<file path="config.mk">
export PLATFORM = sky130hd
export DESIGN_NAME = ws2812b_chain_ctrl
export DESIGN_NICKNAME = d
export VERILOG_FILES = /design/src/rtl/ws2812b_pkg.sv /design/src/rtl/ws2812b_pixel_ram.sv /design/src/rtl/ws2812b_chain_ctrl.sv
export SDC_FILE = /design/constraint.sdc
export NUM_CORES = 1
export LEC_CHECK = 0
export CELL_PAD_IN_SITES_DETAIL_PLACEMENT = 2
export CELL_PAD_IN_SITES_GLOBAL_PLACEMENT = 2
export CORE_ASPECT_RATIO = 0.75
export CORE_MARGIN = 2
export CORE_UTILIZATION = 40
export CTS_BUF_LIST = sky130_fd_sc_hd__clkbuf_2
export CTS_CLUSTER_SIZE = 20
export DETAILED_ROUTE_END_ITERATION = 10
export GPL_ROUTABILITY_DRIVEN = 1
export PLACE_DENSITY = 0.72
export SYNTH_ARGS = -nofsm -noshare
export SYNTH_HDL_FRONTEND = slang
export SYNTH_SLANG_ARGS = --single-unit
</file>
<file path="constraint.sdc">
create_clock -name clock -period 5.15 [get_ports clock]
set_clock_uncertainty 0.05 [all_clocks]
set_input_delay 1.2875 -clock clock [delete_from_list [all_inputs] [get_ports clock]]
set_output_delay 1.2875 -clock clock [all_outputs]
set_load 0.005 [all_outputs]
</file>
<file path="src/rtl/ws2812b_pkg.sv">
// Shared definitions for the WS2812B chain controller: FSM encoding, colour
// word layout and the default latch gap at 50 MHz.
package ws2812b_pkg;

  typedef enum logic [1:0] {
    ST_IDLE  = 2'd0,
    ST_LOAD  = 2'd1,
    ST_SEND  = 2'd2,
    ST_LATCH = 2'd3
  } state_t;

  localparam int COLOR_W = 24;
  localparam int R_MSB   = 23;
  localparam int R_LSB   = 16;
  localparam int G_MSB   = 15;
  localparam int G_LSB   = 8;
  localparam int B_MSB   = 7;
  localparam int B_LSB   = 0;

  // 300 us of idle line at 50 MHz latches the pixels.
  localparam int LATCH_CYCLES_50MHZ = 15000;

endpackage

</file>
<file path="src/rtl/ws2812b_pixel_ram.sv">
// Pixel buffer: register file with synchronous clear, one synchronous write
// port and one combinational read port (read returns the pre-write value).
module ws2812b_pixel_ram
  import ws2812b_pkg::*;
#(
  parameter int NUM_LEDS = 8,
  parameter int ADDR_W   = 3
) (
  input  logic               clock,
  input  logic               reset,
  input  logic               wr_en,
  input  logic [ADDR_W-1:0]  wr_addr,
  input  logic [COLOR_W-1:0] wr_data,
  input  logic [ADDR_W-1:0]  rd_addr,
  output logic [COLOR_W-1:0] rd_data
);

  // Depth is rounded up to the address space; entries at or above NUM_LEDS
  // are never written, stay zero and fold away.
  localparam int DEPTH = 1 << ADDR_W;
  localparam logic [ADDR_W:0] LIMIT = (ADDR_W + 1)'(NUM_LEDS);

  logic [COLOR_W-1:0] mem [DEPTH];

  always_ff @(posedge clock) begin
    if (reset) begin
      for (int i = 0; i < DEPTH; i++) mem[i] <= '0;
    end else if (wr_en && ({1'b0, wr_addr} < LIMIT)) begin
      mem[wr_addr] <= wr_data;
    end
  end

  assign rd_data = mem[rd_addr];

endmodule

</file>
<file path="src/rtl/ws2812b_chain_ctrl.sv">
// Frame sequencer for a chain of WS2812B pixels: feeds one colour per pixel to
// the serial driver, then holds the line idle for the latch gap.
module ws2812b_chain_ctrl
  import ws2812b_pkg::*;
#(
  parameter int NUM_LEDS     = 8,
  parameter int ADDR_W       = 3,
  parameter int LATCH_CYCLES = LATCH_CYCLES_50MHZ,
  parameter int LATCH_W      = 14
) (
  input  logic               clock,
  input  logic               reset,
  input  logic               wr_en,
  input  logic [ADDR_W-1:0]  wr_addr,
  input  logic [COLOR_W-1:0] wr_data,
  input  logic               start,
  output logic               busy,
  output logic               frame_done,
  output logic               drv_enable,
  output logic [7:0]         drv_r,
  output logic [7:0]         drv_g,
  output logic [7:0]         drv_b,
  input  logic               drv_ready,
  output state_t             state
);

  localparam logic [ADDR_W-1:0]  LAST_IDX   = ADDR_W'(NUM_LEDS - 1);
  localparam logic [LATCH_W-1:0] LATCH_LAST = LATCH_W'(LATCH_CYCLES - 1);

  logic [ADDR_W-1:0]  index;
  logic [LATCH_W-1:0] latch_cnt;
  logic [COLOR_W-1:0] pixel;

  ws2812b_pixel_ram #(
    .NUM_LEDS(NUM_LEDS),
    .ADDR_W  (ADDR_W)
  ) u_ram (
    .clock  (clock),
    .reset  (reset),
    .wr_en  (wr_en),
    .wr_addr(wr_addr),
    .wr_data(wr_data),
    .rd_addr(index),
    .rd_data(pixel)
  );

  // Driver handshake: drv_enable stays high for the whole pixel stream and the
  // colour on drv_r/g/b is valid while it is high; drv_ready is a one-cycle
  // pulse meaning the current word has shifted out, honoured only in SEND.
  always_ff @(posedge clock) begin
    if (reset) begin
      state      <= ST_IDLE;
      busy       <= 1'b0;
      frame_done <= 1'b0;
      drv_enable <= 1'b0;
      drv_r      <= '0;
      drv_g      <= '0;
      drv_b      <= '0;
      index      <= '0;
      latch_cnt  <= '0;
    end else begin
      frame_done <= 1'b0;
      case (state)
        ST_IDLE: begin
          if (start) begin
            state <= ST_LOAD;
            busy  <= 1'b1;
            index <= '0;
          end
        end
        ST_LOAD: begin
          drv_r      <= pixel[R_MSB:R_LSB];
          drv_g      <= pixel[G_MSB:G_LSB];
          drv_b      <= pixel[B_MSB:B_LSB];
          drv_enable <= 1'b1;
          state      <= ST_SEND;
        end
        ST_SEND: begin
          if (drv_ready) begin
            if (index == LAST_IDX) begin
              drv_enable <= 1'b0;
              latch_cnt  <= '0;
              state      <= ST_LATCH;
            end else begin
              index <= index + 1'b1;
              state <= ST_LOAD;
            end
          end
        end
        ST_LATCH: begin
          if (latch_cnt == LATCH_LAST) begin
            frame_done <= 1'b1;
            busy       <= 1'b0;
            state      <= ST_IDLE;
          end else begin
            latch_cnt <= latch_cnt + 1'b1;
          end
        end
        default: state <= ST_IDLE;
      endcase
    end
  end

endmodule
</file>
After elaboration in Yosys (flattened, before gate mapping)

Memory sizes are Yosys's and may differ from the RTL's. A register that Yosys moved wholly into a read port is not among the register bits.
Cells that the tools add are included.

Flip-flop bits (word level): 22
Bits in writable memories: 192
Output and inout bits: 29
Memories: 1

Add/sub/neg operators: 2
Equal/unequal tests: 11
Mux-type cells: 28
Bitwise logic cells: 1
Reductions and logical operators: 12

Memories:

| name      | depth | bits a word | rd ports | clocked after memory_dff | write ports | RTL line                | source |
|---|---|---|---|---|---|---|---|
| u_ram.mem | 8     | 24          | 1        | 1                        | 8           | ws2812b_pixel_ram.sv:23 | `logic [COLOR_W-1:0] mem [DEPTH];` |

Operators by type and width:

| cell                                                 | number |
|---|---|
| 2-to-1 mux 14 bit                                    | 3 |
| one-hot mux 14 bit (2 select lines)                  | 1 |
| 2-to-1 mux 24 bit                                    | 1 |
| OR reduction 24 bit                                  | 1 |
| adder 14 x 1 -> 14 bit (second input constant)       | 1 |
| equality test 14 bit (second input constant)         | 1 |
| 2-to-1 mux 3 bit                                     | 4 |
| inequality test 2 bit (second input constant)        | 6 |
| 2-to-1 mux 1 bit                                     | 11 |
| AND reduction 3 bit                                  | 3 |
| 2-to-1 mux 2 bit                                     | 4 |
| one-hot mux 2 bit (4 select lines)                   | 1 |
| AND reduction 4 bit                                  | 2 |
| nonzero test 2 bit                                   | 4 |
| one-hot mux 3 bit (2 select lines)                   | 1 |
| equality test 2 bit (second input constant)          | 2 |
| one-hot mux 1 bit (2 select lines)                   | 2 |
| adder 3 x 1 -> 3 bit (second input constant)         | 1 |
| equality test 3 bit (second input constant)          | 1 |
| equality test 2 x 1 -> 1 bit (second input constant) | 1 |
| zero test 2 bit                                      | 1 |
| OR reduction 2 bit                                   | 1 |
| NOT 1 bit                                            | 1 |

Longest topological paths before layout

Word-level depth: 5
Gate-level depth with buffers: 7
Mapped depth without buffers: 6

Hierarchy

From an unflattened synthesis, not the netlist that was laid out.

Cells, all modules: 798
Area total of the unflattened synthesis: 10533.9 µm²

Modules (own cells, without submodules):

| module             | instances | cells each | area each (µm²) | sequential area each (µm²) |
|---|---|---|---|---|
| ws2812b_pixel_ram  | 1         | 552        | 8583.2          | 5765.5 |
| ws2812b_chain_ctrl | 1         | 246        | 1950.6          | 920.9 |

Worst setup path before layout

No wires, ideal clock.

Path kind: input to register
From: input reset
To: memory u_ram.mem[3][0] (enable)
Library setup time: 0.438 ns
Data arrival time: 3.607 ns
Setup slack: 1.055 ns
Stages: 5
Path through: buf_2 -> inv_1 -> buf_2 -> nand3_1 -> o21ai_0

RTL lines:

| element         | RTL line                 | source |
|---|---|---|
| start, declared | ws2812b_chain_ctrl.sv:12 | `input logic reset,` |
| end, declared   | ws2812b_pixel_ram.sv:23  |  |

Worst setup path in the final report

From: register state[0]
To: output state[0]

RTL lines:

| element                | RTL line                 | source |
|---|---|---|
| start, declared        | ws2812b_chain_ctrl.sv:24 | `output state_t state` |
| start signal, assigned | ws2812b_chain_ctrl.sv:52 | `state <= ST_IDLE;` |
| start signal, assigned | ws2812b_chain_ctrl.sv:66 | `state <= ST_LOAD;` |
| start signal, assigned | ws2812b_chain_ctrl.sv:76 | `state <= ST_SEND;` |

No word-level cell between the ends.

==> metrics.cfg <==
[detailed_routing]
drt-wirelength-per-cell_um = 26.0
finalWirelength_um = 31700
viasPerCell = 5.60
first_pass_iters = 5
remaining_drc_errors = 0
ant_nets = 0
drt-initial-drc-count = 425
num_vias = 6837

[min_path]
min_from = latch_cnt[13]
min_path_type = reg -> reg
hold_path_end = latch_cnt[13]
whs_path_depth = 1

[pwr]
p_per_area_nw_per_um2 = 322
ir_drop_uv = 130
power_mw = 3.83
p_leak_nw = 4.19

[yosys]
yosysSeqAreaShare_pct = 64.7
synth_edf_count = 192
ys.flop_type = edfxtp_1
synth_top_area_share_pct = 55.8
async_flop_share_pct = 0
synth_cell_type_count = 45
synth-seq-cells = 238
synth_most_common_cell = and2_1
avgSynthCellArea_um2 = 14.1
synth_common_cells = and2_1, edfxtp_1, mux4_2
ys_top_cells_by_area = edfxtp_1, and2_1, mux4_2
syn_area_um2 = 10300
synth_warnings = 0
syn_nets = 769
netlist_instances = 734
synth_area_leader_cell = edfxtp_1

[status]
status = complete, no violations

[timing]
slew_violations = 0
worst_pin_slew_ns = 0.915
slew_headroom_pct = 39.0
final.period_utilization_pct = 66.7
fin_setup_tns_ns = 0
finalHoldViolCount = 0
rsz0062_at_grt = no
timing.hold.ws_ns = 0.447
setup_slack_ns = 1.72
setup_violations = 0
max_freq_mhz = 291
period_needed_ns = 3.43

[floorplan]
rows = 50
die_w_um = 190
coreArea_um2 = 25100
start_util_pct = 41.1
die_area_um2 = 27100
die_h_um = 143
pin_count = 61

[cts]
cts_tree = yes
cts.clk_slew.worst_paths_ns = 0.09
post_cts_buffers = 0
clk_path_buf_depth = 3
cts_root_buffer = clkbuf_2
clk-insertion-delay-late_ns = 0.84
clock-sinks = 238
htree_levels = 2
numCtsBuffers = 59
holdBufCountCts = 0
cts_resized = 0

[layout]
utilization_pct = 47.3
nFillCells = 2480
drive_above_1_share_pct = 20.9
layout.nets = 867
area_growth_pct = 15.3

[setup_path]
regToRegSetupSlack_ns = 2.80
required_ns = 3.81
r2r-end = drv_r[4]
crit_buf_inv = 1
r2r-start = index[0]
cp-start-kind = flip-flop
crit_fanout = 16
critPathSlowestCell = dfxtp_1
critical_path_class = reg -> out
crit_arrival_ns = 2.10
critical_path.cell_chain = clkdlybuf4s50_1
cp_top_family = flip-flops
cpPeakStageDelay_ns = 0.70
end_kind = output port
r2r_cells = 4

[grt]
grt_overflow_total = 0
antenna_found_initial = 1
grt_max_degree = 50
track_usage_pct = 24.1
grt_first_pass_wirelength_um = 47900
grt_pass1_vias = 7533

[placed_design]
numPortBuffers = 60
place_congestion = 0.779
dp.final_hpwl_um = 20500
post-place-ws_ns = 1.22

[flow_run]
max_cap_viol_count = 0

[state kept, by name, summed over array words and instances (netlist names)]
signal / count
busy: 1
frame_done: 1
drv_enable: 1
latch_cnt: 14
state: 2
drv_g: 8
index: 3
u_ram.mem: 192
drv_b: 8
drv_r: 8
[worst max-delay path by stage]
stage / to / depth (start not counted) / startpoint / slack, ns
after detailed placement: u_ram.mem[6][19] / 6 / reset / 1.22
after floorplan: u_ram.mem[3][0] / 5 / reset / 1.05
final: state[0] / 1 / state[0] / 1.72
after global routing: state[0] / 1 / state[0] / 1.59
after CTS: state[0] / 1 / state[0] / 1.64
after global placement: u_ram.mem[6][21] / 6 / reset / 1.30
[worst register-to-register path: stages (launching register included)]
cell and delay (ns):
dfxtp_4 0.66, buf_4 0.63, mux4_2 0.63, o22ai_1 0.21
nor2_1 0.07
[through the flow]
step,instance area (um2),cells
global placement,11400,1109
finish,11900,1220
CTS,11900,1219
global route,11900,1220
floorplan,10300,734
detailed placement,11400,1109
[cell type report]
| cell class | instances | area (um2) | share of cell area [%] |
|---|---|---|---|
| antenna | 1 | 2.50 | 0.0210 |
| inverter | 5 | 18.8 | 0.158 |
| multi-input combinational | 446 | 3470 | 29.2 |
| clock inverter | 14 | 52.6 | 0.441 |
| tap | 338 | 423 | 3.55 |
| timing repair buffer | 82 | 766 | 6.43 |
| sequential | 238 | 6690 | 56.2 |
| clock buffer | 96 | 480 | 4.04 |
[where the power goes]
| part | switching [mW] | internal (mW) |
|---|---|---|
| clock network | 0.799 | 0.487 |
| registers | 0.0570 | 2.19 |
| logic | 0.169 | 0.131 |
[cell families (layout without fill, tap and decap cells)]
logic type / Yosys count / count (layout) / synth area share [%]
AO/OA/AOI/OAI: 103 / 103 / 5.80
XOR/XNOR: 1 / 1 / 0.0848
adder cells (fa/ha/maj): 3 / 3 / 0.363
buffers and inverters: 50 / 197 / 1.99
flip-flops: 238 / 238 / 64.7
multiplexers: 49 / 49 / 10.6
other: 0 / 1 / 0
AND/OR/NAND/NOR: 290 / 290 / 16.5
[per-layer routing]
layer	up-vias	wire length [um]	track usage (%)
li1	2967	-	-
met3	35	1710	4.33
met1	3613	14600	33.8
met5	-	0	0
met2	222	15000	39.1
met4	0	446	6.20
[placed cells by master (no fill, tap or decap), types with 3 or more instances in the layout]
| cell | count |
|---|---|
| clkbuf_2 | 96 |
| edfxtp_1 | 192 |
| nand4_1 | 4 |
| ha_1 | 3 |
| nand3_1 | 10 |
| o21ai_0 | 37 |
| a31oi_1 | 7 |
| buf_4 | 22 |
| o22ai_1 | 24 |
| nand2_1 | 12 |
| nor3_1 | 3 |
| clkinv_1 | 13 |
| dfxtp_1 | 44 |
| mux4_2 | 48 |
| and2_1 | 193 |
| nand2b_1 | 6 |
| nand3b_1 | 3 |
| o21ai_2 | 7 |
| nor2_1 | 39 |
| a21oi_1 | 15 |
| inv_1 | 5 |
| clkdlybuf4s50_1 | 60 |
No activity file was read; power rests on OpenSTA's default activity.
